<file path="src/rtl/res_ser_pkg.sv">
// Shared constants and FSM encoding for the result byte serializer.
// Optional feature macro: RES_SER_PARITY_EN appends an XOR parity byte to every word.
package res_ser_pkg;

    localparam int unsigned DATA_W = 56;
    localparam int unsigned BYTE_W = 8;
`ifdef RES_SER_PARITY_EN
    localparam int unsigned NBYTES = DATA_W / BYTE_W + 1;
`else
    localparam int unsigned NBYTES = DATA_W / BYTE_W;
`endif
    localparam int unsigned DEPTH  = 8;
    localparam int unsigned ADDR_W = 3;
    localparam int unsigned IDX_W  = $clog2(NBYTES);
    localparam int unsigned DROP_W = 16;

    localparam logic [DROP_W-1:0] DROP_MAX = 16'hFFFF;

    typedef enum logic {
        IDLE = 1'b0,
        SEND = 1'b1
    } ser_state_e;

endpackage

</file>
<file path="src/rtl/res_sync_fifo.sv">
// Single-clock FIFO with occupancy count; Depth must be a power of two so pointers wrap freely.
module res_sync_fifo #(
    parameter int unsigned Width = 56,
    parameter int unsigned Depth = 8,
    parameter int unsigned AddrW = 3
) (
    input  logic             clk_i,
    input  logic             rst_i,
    input  logic             push_i,
    input  logic [Width-1:0] wr_data_i,
    input  logic             pop_i,
    output logic [Width-1:0] rd_data_o,
    output logic             full_o,
    output logic             empty_o,
    output logic [AddrW:0]   level_o
);

    logic [Width-1:0] mem_q [Depth];
    logic [AddrW-1:0] wr_ptr_q, wr_ptr_d;
    logic [AddrW-1:0] rd_ptr_q, rd_ptr_d;
    logic [AddrW:0]   level_q, level_d;

    // Pointer and occupancy next-state; push+pop together leaves the level unchanged.
    always_comb begin
        wr_ptr_d = wr_ptr_q;
        rd_ptr_d = rd_ptr_q;
        level_d  = level_q;
        if (push_i) begin
            wr_ptr_d = wr_ptr_q + AddrW'(1);
        end
        if (pop_i) begin
            rd_ptr_d = rd_ptr_q + AddrW'(1);
        end
        unique case ({push_i, pop_i})
            2'b10:   level_d = level_q + (AddrW + 1)'(1);
            2'b01:   level_d = level_q - (AddrW + 1)'(1);
            default: level_d = level_q;
        endcase
    end

    // Control state registers.
    always_ff @(posedge clk_i or posedge rst_i) begin
        if (rst_i) begin
            wr_ptr_q <= '0;
            rd_ptr_q <= '0;
            level_q  <= '0;
        end else begin
            wr_ptr_q <= wr_ptr_d;
            rd_ptr_q <= rd_ptr_d;
            level_q  <= level_d;
        end
    end

    // Storage array; contents need no reset since level gates every read.
    always_ff @(posedge clk_i) begin
        if (push_i) begin
            mem_q[wr_ptr_q] <= wr_data_i;
        end
    end

    assign rd_data_o = mem_q[rd_ptr_q];
    assign full_o    = (level_q == (AddrW + 1)'(Depth));
    assign empty_o   = (level_q == '0);
    assign level_o   = level_q;

endmodule

</file>
<file path="src/rtl/result_byte_serializer.sv">
// Buffers product words and streams them out LSB byte first over valid/ready.
// Upstream cannot stall: words arriving with a full FIFO and no pop are dropped and counted.
// Optional feature macro: RES_SER_PARITY_EN adds a trailing XOR parity byte carrying out_last.
module result_byte_serializer
    import res_ser_pkg::*;
(
    input  logic              clk,
    input  logic              rst,
    input  logic [DATA_W-1:0] in_data,
    input  logic              in_valid,
    output logic [BYTE_W-1:0] out_data,
    output logic              out_valid,
    input  logic              out_ready,
    output logic              out_last,
    output logic [ADDR_W:0]   fifo_level,
    output logic [DROP_W-1:0] drop_cnt,
    output logic              overflow
);

    localparam logic [IDX_W-1:0] LAST_IDX = IDX_W'(NBYTES - 1);

    ser_state_e        state_q, state_d;
    logic [DATA_W-1:0] shift_q, shift_d;
    logic [IDX_W-1:0]  idx_q, idx_d;
    logic              valid_q, valid_d;
    logic              last_q, last_d;
    logic [DROP_W-1:0] drop_q, drop_d;
    logic              ovf_q, ovf_d;
`ifdef RES_SER_PARITY_EN
    logic [BYTE_W-1:0] parity_q, parity_d;
`endif

    logic              accept;
    logic              pop;
    logic              push;
    logic              drop;
    logic              fifo_full;
    logic              fifo_empty;
    logic [DATA_W-1:0] fifo_rd;

    res_sync_fifo #(
        .Width (DATA_W),
        .Depth (DEPTH),
        .AddrW (ADDR_W)
    ) u_fifo (
        .clk_i     (clk),
        .rst_i     (rst),
        .push_i    (push),
        .wr_data_i (in_data),
        .pop_i     (pop),
        .rd_data_o (fifo_rd),
        .full_o    (fifo_full),
        .empty_o   (fifo_empty),
        .level_o   (fifo_level)
    );

    assign accept = valid_q && out_ready;

    // Serializer next-state: load from FIFO, shift on accept, reload on last byte without a bubble.
    always_comb begin
        state_d = state_q;
        shift_d = shift_q;
        idx_d   = idx_q;
        valid_d = valid_q;
        last_d  = last_q;
        pop     = 1'b0;
`ifdef RES_SER_PARITY_EN
        parity_d = parity_q;
`endif
        unique case (state_q)
            IDLE: begin
                pop = !fifo_empty;
            end
            SEND: begin
                if (accept) begin
                    if (last_q) begin
                        if (!fifo_empty) begin
                            pop = 1'b1;
                        end else begin
                            state_d = IDLE;
                            valid_d = 1'b0;
                            last_d  = 1'b0;
                        end
                    end else begin
                        shift_d = shift_q >> BYTE_W;
                        idx_d   = idx_q + IDX_W'(1);
                        last_d  = (idx_d == LAST_IDX);
`ifdef RES_SER_PARITY_EN
                        parity_d = parity_q ^ shift_q[BYTE_W-1:0];
                        // Once the data bytes are exhausted the low byte carries the parity.
                        if (idx_d == LAST_IDX) begin
                            shift_d[BYTE_W-1:0] = parity_q ^ shift_q[BYTE_W-1:0];
                        end
`endif
                    end
                end
            end
            default: begin
                state_d = IDLE;
            end
        endcase
        if (pop) begin
            state_d = SEND;
            shift_d = fifo_rd;
            idx_d   = '0;
            valid_d = 1'b1;
            last_d  = (LAST_IDX == '0);
`ifdef RES_SER_PARITY_EN
            parity_d = '0;
`endif
        end
    end

    // Push acceptance and drop accounting; a same-cycle pop frees the slot for a full FIFO.
    always_comb begin
        push   = in_valid && (!fifo_full || pop);
        drop   = in_valid && !push;
        drop_d = drop_q;
        ovf_d  = ovf_q | drop;
        if (drop && (drop_q != DROP_MAX)) begin
            drop_d = drop_q + DROP_W'(1);
        end
    end

    // FSM, shift register and status registers.
    always_ff @(posedge clk or posedge rst) begin
        if (rst) begin
            state_q <= IDLE;
            shift_q <= '0;
            idx_q   <= '0;
            valid_q <= 1'b0;
            last_q  <= 1'b0;
            drop_q  <= '0;
            ovf_q   <= 1'b0;
`ifdef RES_SER_PARITY_EN
            parity_q <= '0;
`endif
        end else begin
            state_q <= state_d;
            shift_q <= shift_d;
            idx_q   <= idx_d;
            valid_q <= valid_d;
            last_q  <= last_d;
            drop_q  <= drop_d;
            ovf_q   <= ovf_d;
`ifdef RES_SER_PARITY_EN
            parity_q <= parity_d;
`endif
        end
    end

    assign out_data  = shift_q[BYTE_W-1:0];
    assign out_valid = valid_q;
    assign out_last  = last_q;
    assign drop_cnt  = drop_q;
    assign overflow  = ovf_q;

endmodule

</file>
<file path="config.mk">
export PLATFORM = sky130hd
export DESIGN_NAME = result_byte_serializer
export DESIGN_NICKNAME = d
export VERILOG_FILES = /design/src/rtl/res_ser_pkg.sv /design/src/rtl/res_sync_fifo.sv /design/src/rtl/result_byte_serializer.sv
export SDC_FILE = /design/constraint.sdc
export NUM_CORES = 1
export LEC_CHECK = 0
export CAP_MARGIN = 15
export CORE_MARGIN = 2
export CORE_UTILIZATION = 65
export DETAILED_ROUTE_END_ITERATION = 10
export PLACE_DENSITY = 0.82
export SETUP_SLACK_MARGIN = 0.02
export SLEW_MARGIN = 20
export SYNTH_ARGS = -nofsm -noshare
export SYNTH_HDL_FRONTEND = slang
export SYNTH_SLANG_ARGS = --single-unit
</file>
<file path="constraint.sdc">
create_clock -name clk -period 9.22 [get_ports clk]
set_input_delay 1.844 -clock clk [delete_from_list [all_inputs] [get_ports clk]]
set_output_delay 1.844 -clock clk [all_outputs]
set_load 0.02 [all_outputs]
</file>
==> metrics.md, run 1 <==
| Metric | Value |
|---|---|
| Worst-path clk slew | `0.06 ns` |
| Peak VDD IR | `0.206 mV` |
| WL final | `40800 um` |
| FP Rows | `66` |
| Power density cells | `297 nW/um2` |
| Fin nets | `1279` |
| Top_reg_cell synth | `edfxtp_1` |
| Post-layout min period | `4.96 ns` |
| Storage cell area | `15700 um2` |
| Die width | `184 um` |
| Total track usage | `25.2%` |
| Top cells by area, synth | `edfxtp_1 64%, mux4_2 12%, dfrtp_1 11%` |
| Worst Setup Start Kind | `input pin` |
| Post-CTS sizing | `0` |
| Share of the yosys chip area belonging to registers | `74.2%` |
| Worst Hold Launch | `overflow$_DFF_PP0_` |
| Yosys top cell area share | `63.7%` |
| Post-synth top area cell | `edfxtp_1` |
| DP HPWL | `21800 um` |
| Num CTS Buffers | `51` |
| Starting Density | `65.4%` |
| FF+latch count, synth | `537` |
| Data required, critical path | `9.67 ns` |
| Hold-fix buffers, CTS | `0` |
| Fillcell total | `1759` |
| Syn Std Cell Area | `21100 um2` |
| Clock Power Share | `29.0%` |
| Clk sinks | `537` |
| CTS HTree Levels | `2` |
| Comb power frac | `23.5%` |
| FFs w/ async S/R, synth | `16.6%` |
| Yosys cell types | `46` |
| Initial DRT Pass Iterations | `5` |
| RSZ-0062 raised after global routing | `no` |
| Most common cell after layout, fill and taps aside | `edfxtp_1` |
| Crit Path Max Fanout | `59` |
| Gr ovfl total | `0` |
| Vias per inst | `6.25` |
| CP arrival | `5.41 ns` |
| Iteration-0 DRC Markers | `962` |
| PortBufs | `90` |
| Max-Cap Viols | `0` |
| Insertion delay to the later sink of the worst-skew pair | `0.57 ns` |
| Met3 Track Usage GR | `4.17%` |
| P&R area growth vs syn | `13.9%` |
| Final hold violations | `0` |
| Met1 Usage GRT | `35.1%` |
| Switch share | `28.9%` |
| Average wire per standard cell | `24.1 um` |
| Post-CTS Setup Repair Bufs | `0` |
| Drc violations | `0` |
| Worst hold-check path type | `reg2reg` |
| Crit path cell chain | `clkdlybuf4s50_1, nand3_1, a21o_2, buf_4, inv_1, buf_4, ha_1, xor2_1, ha_1, a21oi_1, xor2_1, nor2_1, xor2_1` |
| Post-synth EDFFs | `448` |
| Tightest Pin Transition | `1.01 ns` |
| First-pass GRT wire length | `63400 um` |
| Relative slew slack | `32.6%` |
| CTS Buffer Depth | `3` |
| Largest net degree at the start of global routing | `74` |
| Peak Freq | `202 MHz` |
| Clk root buf | `clkbuf_16` |
| P_int | `5070 uW` |
| Setup TNS | `0 ns` |
| Vias | `10600` |
| CP Class | `in2reg` |
| Multi-input logic area | `5050 um2` |
| Most frequent cells in the layout | `448 x edfxtp_1, 112 x mux4_2, 97 x o21ai_0` |
| Top Usage Layer GRT | `met2` |
| Seq pwr share | `47.4%` |
| Post-synthesis instance total | `1124` |
| Syn_nets | `1192` |
| Post-route ant nets | `0` |
| Worst slack, placed | `3.73 ns` |
| Final setup fails | `0` |
| CP max stage cell | `buf_4` |
| Die H | `184 um` |
| Slowest stage delay, CP | `0.64 ns` |
| Crit end category | `flip-flop` |
| Initial antenna violation count | `2` |
| Core area | `32300 um2` |
| Io pins | `91` |
| Share of cells above drive strength 1 | `19.2%` |
| Sw power | `2060 uW` |
| Leak | `0.00809 uW` |
| Yosys warns | `0` |
| Most numerous cell on the critical path | `xor2_1` |
| Ant. Diodes | `0` |
| FF-to-FF Start | `u_fifo.level_o[0]$_DFFE_PP0P_` |
| Post-Syn Area per Cell | `18.8 um2` |
| Max Slew Vio Count | `0` |
| Worst Skew | `0.0195 ns` |
| Crit. Startpoint | `out_ready` |
| Die area | `33900 um2` |
| Period utilisation layout | `53.8%` |
| CTS tree | `yes` |
| Met2 Use GR | `41.7%` |
| RePlAce Congestion | `0.779` |
| Status | `finished clean` |
| Final worst slack | `4.26 ns` |
| Number of global-route vias before repair | `10900` |
[final timing paths]
path,endpoint,cells after the start,slack (ns)
max in group asynchronous,u_fifo.rd_ptr_q[0]$_DFFE_PP0N_,3,6.35
min,overflow$_DFF_PP0_,1,0.46
min reg2reg,overflow$_DFF_PP0_,1,0.46
max,u_fifo.level_o[2]$_DFFE_PP0P_,13,4.26
max reg2reg,u_fifo.level_o[2]$_DFFE_PP0P_,12,5.15
min in group asynchronous,drop_cnt[5]$_DFFE_PP0P_,2,1.56
[logic make-up after synthesis]
kind of cell,count (synthesis),synth area share (%)
buf+inv,80,2.19
flops,537,74.2
xor+xnor,24,0.995
fa+ha+maj,8,0.474
compound gates,168,4.96
mux,125,12.6
simple gates,182,4.55
[state kept, by name (all words and copies together) (netlist names)]
signal           count
out_last             1
state_q              1
idx_q                3
u_fifo.wr_ptr_q      3
shift_q             56
out_valid            1
u_fifo.level_o       4
drop_cnt            16
overflow             1
u_fifo.rd_ptr_q      3
u_fifo.mem_q       448
[power groups by stage]
| stage | sequential [uW] | clock [uW] | combinational [uW] |
|---|---|---|---|
| 2_1_floorplan | 3280 | 0 | 1370 |
| 6_report | 3380 | 2070 | 1680 |
| 5_1_grt | 3430 | 2190 | 1820 |
| 3_5_place_dp | 3430 | 0 | 1690 |
| 4_1_cts | 3390 | 2100 | 1700 |
| 3_3_place_gp | 3400 | 0 | 1650 |
[final cells by class]
cell class | count | area share [%]
Sequential cell | 537 | 65.3
Tap cell | 442 | 2.30
Multi-Input combinational cell | 507 | 21.0
Clock inverter | 26 | 0.926
Inverter | 7 | 0.120
Clock buffer | 70 | 6.11
Timing Repair Buffer | 107 | 4.28
[cell usage after synthesis, types with 2 or more instances]
cell,instances
edfxtp_1,448
mux4_2,112
o21ai_0,97
dfrtp_1,89
nand2_1,73
nor2b_1,48
a211oi_1,39
clkbuf_1,30
buf_2,19
xor2_1,18
buf_4,14
a211oi_2,10
nor2_1,10
o21ai_1,10
mux2i_1,9
nor3_1,9
ha_1,8
nand2b_1,8
buf_6,7
inv_1,7
nand3_1,7
nand4_1,6
nor4_1,6
xnor2_1,6
mux2_2,4
a22o_1,3
and4_1,3
a21o_1,2
a21oi_1,2
a41oi_1,2
and2_1,2
buf_12,2
[metal layers]
metal,up-vias,routed length [um]
li1,4625,-
met1,5436,16400
met2,459,20800
met3,72,2640
met4,4,973
met5,-,27
[through the flow]
step	area (um2)	hold slack (ns)	cells	total power, uW	util (%)
after global routing	24000	0.479	1696	7440	74.5
after detailed placement	22300	0.454	1600	5110	69.2
after global placement	22300	0.451	1600	5040	69.2
after CTS	24000	0.470	1696	7190	74.4
final	24000	0.462	1696	7130	74.5
after floorplan	21100	0.445	1124	4650	-
[critical path, delay by kind of cell]
family | cells | cell delay [ns]
buffers and inverters | 4 | 2.05
adders and majority gates | 2 | 0.46
xor gates and xnor gates | 3 | 0.46
AOI/OAI and AO/OA | 2 | 0.29
and+or+nand+nor | 2 | 0.26
Note: power is estimated with default switching activity, not from simulation.
==> run 2: changes to the inputs <==
--- a/config.mk
+++ b/config.mk
@@ -7,9 +7,9 @@
 export LEC_CHECK = 0
 export CAP_MARGIN = 15
 export CORE_MARGIN = 2
-export CORE_UTILIZATION = 65
+export CORE_UTILIZATION = 60
 export DETAILED_ROUTE_END_ITERATION = 10
-export PLACE_DENSITY = 0.82
+export PLACE_DENSITY = 0.76
 export SETUP_SLACK_MARGIN = 0.02
 export SLEW_MARGIN = 20
 export SYNTH_ARGS = -nofsm -noshare
==> constraint.sdc (replaced) <==
create_clock -name clk -period 4.6 [get_ports clk]
set_input_delay 0.92 -clock clk [delete_from_list [all_inputs] [get_ports clk]]
set_output_delay 0.92 -clock clk [all_outputs]
set_load 0.02 [all_outputs]
==> metrics.md, run 2 (synthesized netlist as in run 1, its figures left out) <==
| Metric | Value |
|---|---|
| Power density cells | `599 nW/um2 (was 297 nW/um2)` |
| Setup TNS | `0 ns (unchanged)` |
| Worst Setup Start Kind | `input pin (unchanged)` |
| Vias | `10700 (was 10600)` |
| Total track usage | `23.3% (was 25.2%)` |
| Fillcell total | `2110 (was 1759)` |
| Number of global-route vias before repair | `11100 (was 10900)` |
| First-pass GRT wire length | `63900 um (was 63400 um)` |
| DP HPWL | `23000 um (was 21800 um)` |
| Worst Skew | `0.00777 ns (was 0.0195 ns)` |
| Worst-path clk slew | `0.06 ns (about the same)` |
| Leak | `0.00819 uW (was 0.00809 uW)` |
| Iteration-0 DRC Markers | `923 (was 962)` |
| Max Slew Vio Count | `0 (unchanged)` |
| FF-to-FF Start | `u_fifo.level_o[0]$_DFFE_PP0P_ (unchanged)` |
| Post-route ant nets | `0 (unchanged)` |
| Max-Cap Viols | `0 (unchanged)` |
| Ant. Diodes | `0 (unchanged)` |
| Hold-fix buffers, CTS | `0 (unchanged)` |
| Worst hold-check path type | `reg2reg (unchanged)` |
| CP arrival | `3.39 ns (was 5.41 ns)` |
| Average wire per standard cell | `23.9 um (was 24.1 um)` |
| WHS | `0.479 ns (was 0.462 ns)` |
| RePlAce Congestion | `0.826 (was 0.779)` |
| Initial antenna violation count | `0 (was 2)` |
| Peak VDD IR | `0.381 mV (was 0.206 mV)` |
| Share of cells above drive strength 1 | `19.6% (was 19.2%)` |
| P&R area growth vs syn | `15.1% (was 13.9%)` |
| Die width | `192 um (was 184 um)` |
| Max reg flops | `448 (unchanged)` |
| Post-CTS sizing | `0 (unchanged)` |
| Clk root buf | `clkbuf_16 (unchanged)` |
| Data required, critical path | `4.80 ns (was 9.67 ns)` |
| Fin nets | `1288 (was 1279)` |
| Starting Density | `61.0% (was 65.4%)` |
| Period utilisation layout | `69.2%` |
| Reg with most FFs | `u_fifo.mem_q (unchanged)` |
| Tightest Pin Transition | `0.872 ns (was 1.01 ns)` |
| Io pins | `91 (unchanged)` |
| Final hold violations | `0 (unchanged)` |
| Crit Path Max Fanout | `30 (was 59)` |
| Worst Hold Launch | `shift_q[38]$_DFFE_PP0P_ (was overflow$_DFF_PP0_)` |
| Clk sinks | `537 (unchanged)` |
| CTS Buffer Depth | `3 (unchanged)` |
| Num CTS Buffers | `52 (was 51)` |
| Die H | `192 um (was 184 um)` |
| RSZ-0062 raised after global routing | `no (unchanged)` |
| PortBufs | `90 (unchanged)` |
| Peak Freq | `314 MHz` |
| CP Class | `in2reg (unchanged)` |
| Status | `finished clean (unchanged)` |
| WL final | `41100 um (was 40800 um)` |
| Post-route cell area | `24300 um2 (was 24000 um2)` |
| FP Rows | `68 (was 66)` |
| Insertion delay to the later sink of the worst-skew pair | `0.57 ns (about the same)` |
| Final Util | `70.2% (was 74.5%)` |
| Layout Cells excl Fill | `1719 (was 1696)` |
| Final setup fails | `0 (unchanged)` |
| Crit end category | `flip-flop (unchanged)` |
| Post-layout min period | `3.18 ns` |
| Gr ovfl total | `0 (unchanged)` |
| Cell count after placement | `1621 (was 1600)` |
| Most frequent cells in the layout | `448 x edfxtp_1, 112 x mux4_2, 97 x o21ai_0 (unchanged)` |
| CTS HTree Levels | `2 (unchanged)` |
| Most common cell after layout, fill and taps aside | `edfxtp_1 (unchanged)` |
| Post-CTS Setup Repair Bufs | `0 (unchanged)` |
| Placed Area | `22500 um2 (was 22300 um2)` |
| Vias per inst | `6.23 (was 6.25)` |
| Largest net degree at the start of global routing | `59 (was 74)` |
| CTS tree | `yes (unchanged)` |
| Drc violations | `0 (unchanged)` |
| Relative slew slack | `41.9% (was 32.6%)` |
| Initial DRT Pass Iterations | `5 (unchanged)` |
| Crit. Startpoint | `out_ready (unchanged)` |
| Core area | `34600 um2 (was 32300 um2)` |
| Die area | `36700 um2 (was 33900 um2)` |
## run 2: changes by cell type in the layout (fill, tap and decap cells not counted), sizes merged
| cell | before | now |
|---|---|---|
| bufinv | 3 | 6 |
| inv | 11 | 10 |
| clkinv | 18 | 14 |
| clkbuf | 70 | 74 |
| buf | 17 | 25 |
## run 2: cell type report
class,count,area [um2],area share (%)
Sequential cell,537,15700,64.6
Multi-Input combinational cell,507,5060,20.8
Clock buffer,74,1480,6.07
Timing Repair Buffer,115,1200,4.94
Tap cell,455,569,2.34
Clock inverter,24,279,1.15
Inverter,7,28.8,0.118
## run 2: worst paths after layout
kind | slack, ns | to | cells past startpoint
worst max-delay path | 1.42 | u_fifo.mem_q[5][45]$_DFFE_PP_ | 6
worst min-delay path | 0.48 | shift_q[38]$_DFFE_PP0P_ | 2
worst max register to register | 1.79 | u_fifo.level_o[2]$_DFFE_PP0P_ | 10
worst min register to register | 0.48 | shift_q[38]$_DFFE_PP0P_ | 2
max in group asynchronous | 2.78 | shift_q[17]$_DFFE_PP0P_ | 3
min in group asynchronous | 0.83 | drop_cnt[13]$_DFFE_PP0P_ | 2
## run 2: power breakdown
group / internal (uW) / leakage [uW] / switching, uW / total (uW)
combinational: 1650 / 0.00210 / 1820 / 3470
sequential: 6180 / 0.00523 / 594 / 6770
clock: 2570 / 0.000861 / 1730 / 4310
## run 2: metal layers
metal | up-vias | part of all wire (%) | GRT usage [%] | wire length, um
met5 | - | 0 | 0 | 0
met3 | 61 | 6.0 | 3.96 | 2450
met2 | 348 | 51 | 39.5 | 21000
met1 | 5645 | 41 | 31.9 | 16800
li1 | 4658 | - | - | -
met4 | 0 | 2.0 | 5.86 | 803
## run 2: worst max-delay path: stages
cell             delay, ns
clkdlybuf4s50_1       0.52
nand3_1               0.18
a41oi_1               0.67
nand2_1               0.42
nor2_4                0.20
buf_4                 0.43
## run 2: per-stage QoR
step                worst slack, ns  power [uW]
floorplan                    0.0333        9320
global placement              0.918       10200
detailed placement            0.900       10400
CTS                            1.46       14700
global route                   1.28       15200
finish                         1.42       14600
==> run 3: changes to the inputs <==
==> constraint.sdc (replaced) <==
create_clock -name clk -period 3.3 [get_ports clk]
set_input_delay 0.66 -clock clk [delete_from_list [all_inputs] [get_ports clk]]
set_output_delay 0.66 -clock clk [all_outputs]
set_load 0.02 [all_outputs]
==> metrics.md, run 3 (synthesized netlist as in run 1, its figures left out) <==
| Metric | Value |
|---|---|
| Average wire per standard cell | `24.4 um (was 23.9 um)` |
| Reg with most FFs | `u_fifo.mem_q (unchanged)` |
| Final hold violations | `0 (unchanged)` |
| Most frequent cells in the layout | `448 x edfxtp_1, 112 x mux4_2, 97 x o21ai_0 (unchanged)` |
| Fin nets | `1315 (was 1288)` |
| First-pass GRT wire length | `66200 um (was 63900 um)` |
| RSZ-0062 raised after global routing | `no (unchanged)` |
| Power density cells | `836 nW/um2 (was 599 nW/um2)` |
| Drc violations | `0 (unchanged)` |
| Tightest Pin Transition | `0.549 ns (was 0.872 ns)` |
| Initial DRT Pass Iterations | `5 (unchanged)` |
| Crit end category | `flip-flop (unchanged)` |
| Share of cells above drive strength 1 | `21.4% (was 19.6%)` |
| Clk sinks | `537 (unchanged)` |
| Sw power | `5940 uW (was 4150 uW)` |
| Iteration-0 DRC Markers | `939 (was 923)` |
| Peak Freq | `402 MHz` |
| Num CTS Buffers | `52 (unchanged)` |
| CTS tree | `yes (unchanged)` |
| Gr ovfl total | `0 (unchanged)` |
| CTS Buffer Depth | `3 (unchanged)` |
| CP arrival | `2.94 ns (was 3.39 ns)` |
| P&R area growth vs syn | `16.5% (was 15.1%)` |
| Worst Skew | `0.0191 ns (was 0.00777 ns)` |
| Vias per inst | `6.21 (was 6.23)` |
| Crit Path Max Fanout | `16 (was 30)` |
| Largest net degree at the start of global routing | `50 (was 59)` |
| Io pins | `91 (unchanged)` |
| Max Slew Vio Count | `0 (unchanged)` |
| Overall power | `20600 uW (was 14600 uW)` |
| Post-route ant nets | `0 (unchanged)` |
| CTS HTree Levels | `2 (unchanged)` |
| Total track usage | `24.3% (was 23.3%)` |
| Worst Setup Start Kind | `flip-flop (was input pin)` |
| Most common cell after layout, fill and taps aside | `edfxtp_1 (unchanged)` |
| Leak | `0.00832 uW (was 0.00819 uW)` |
| Core area | `34600 um2 (unchanged)` |
| CP Class | `reg2reg (was in2reg)` |
| Post-CTS sizing | `0 (unchanged)` |
| Relative slew slack | `63.1% (was 41.9%)` |
| Number of global-route vias before repair | `11500 (was 11100)` |
| Insertion delay to the later sink of the worst-skew pair | `0.59 ns (was 0.57 ns)` |
| DP HPWL | `24800 um (was 23000 um)` |
| Switch share | `28.9% (was 28.5%)` |
| Starting Density | `61.0% (unchanged)` |
| Hold-fix buffers, CTS | `0 (unchanged)` |
| Data required, critical path | `3.75 ns (was 4.80 ns)` |
| FP Rows | `68 (unchanged)` |
| P_int | `14600 uW (was 10400 uW)` |
| Die width | `192 um (unchanged)` |
| PortBufs | `90 (unchanged)` |
| Period utilisation layout | `75.4%` |
| Clk root buf | `clkbuf_16 (unchanged)` |
| Peak VDD IR | `0.559 mV (was 0.381 mV)` |
| RePlAce Congestion | `0.787 (was 0.826)` |
| Post-CTS Setup Repair Bufs | `0 (unchanged)` |
| Vias | `10900 (was 10700)` |
| Seq pwr share | `45.5% (was 46.5%)` |
| Initial antenna violation count | `1 (was 0)` |
| Max-Cap Viols | `0 (unchanged)` |
| Status | `finished clean (unchanged)` |
| Final setup fails | `0 (unchanged)` |
| Setup TNS | `0 ns (unchanged)` |
| Worst hold-check path type | `in2async (was reg2reg)` |
| Max reg flops | `448 (unchanged)` |
| Die area | `36700 um2 (unchanged)` |
| Comb power frac | `25.7% (was 23.9%)` |
| Clock Power Share | `28.9% (was 29.6%)` |
| Die H | `192 um (unchanged)` |
| Post-layout min period | `2.49 ns` |
| Worst-path clk slew | `0.06 ns (about the same)` |
| WL final | `42600 um (was 41100 um)` |
[run 3: cell type report]
cell class / instances / area, um2
sequential: 537 / 15700
fill: 2082 / 10000
multi-input combinational: 507 / 5050
timing repair buffer: 142 / 1540
clock buffer: 70 / 1420
tap: 455 / 569
clock inverter: 27 / 298
inverter: 7 / 28.8
antenna: 1 / 2.50
[run 3: metal layers]
layer / share of wire, % / vias up / global-route usage [%]
met5: 0 / - / 0
met4: 2.2 / 0 / 7.37
met3: 6.8 / 65 / 3.96
met2: 51 / 395 / 40.3
met1: 40 / 5667 / 33.7
li1: - / 4723 / -
[run 3: worst paths after layout]
kind                       slack (ns)  depth (start not counted)                              to                            from
setup / recovery                 0.81                          6         shift_q[43]$_DFFE_PP0P_  u_fifo.rd_ptr_q[0]$_DFFE_PP0N_
max in group asynchronous        2.23                          3  u_fifo.rd_ptr_q[1]$_DFFE_PP0N_                             rst
hold / removal                   0.45                          2           out_valid$_DFFE_PP0P_                             rst
hold reg to reg                  0.48                          1              overflow$_DFF_PP0_              overflow$_DFF_PP0_
setup reg to reg                 0.81                          6         shift_q[43]$_DFFE_PP0P_  u_fifo.rd_ptr_q[0]$_DFFE_PP0N_
min in group clk                 0.48                          1              overflow$_DFF_PP0_              overflow$_DFF_PP0_
[run 3: critical path, stage by stage (launching register included)]
cell and delay [ns]:
dfrtp_4 0.65, buf_12 0.23, buf_4 0.31, buf_4 0.21, mux4_2 0.53, a211oi_1 0.28
o21ai_0 0.12
[run 3: power groups by stage]
stage               clock, uW  combinational [uW]  sequential (uW)
floorplan                   0                3850             9140
global placement            0                5190             9420
detailed placement          0                5320             9470
CTS                      6040                5370             9360
global route             6300                5710             9460
finish                   5940                5280             9360
[run 3: metrics by stage]
stage	cells	setup slack (ns)	hold slack, ns	util [%]	area (um2)
6_report	1746	0.811	0.452	71.1	24600
5_1_grt	1745	0.619	0.498	71.0	24600
4_1_cts	1745	0.748	0.455	71.0	24600
3_5_place_dp	1648	0.289	0.468	66.1	22900
3_3_place_gp	1648	0.343	0.450	66.1	22900
2_1_floorplan	1124	0.0132	0.445	-	21200
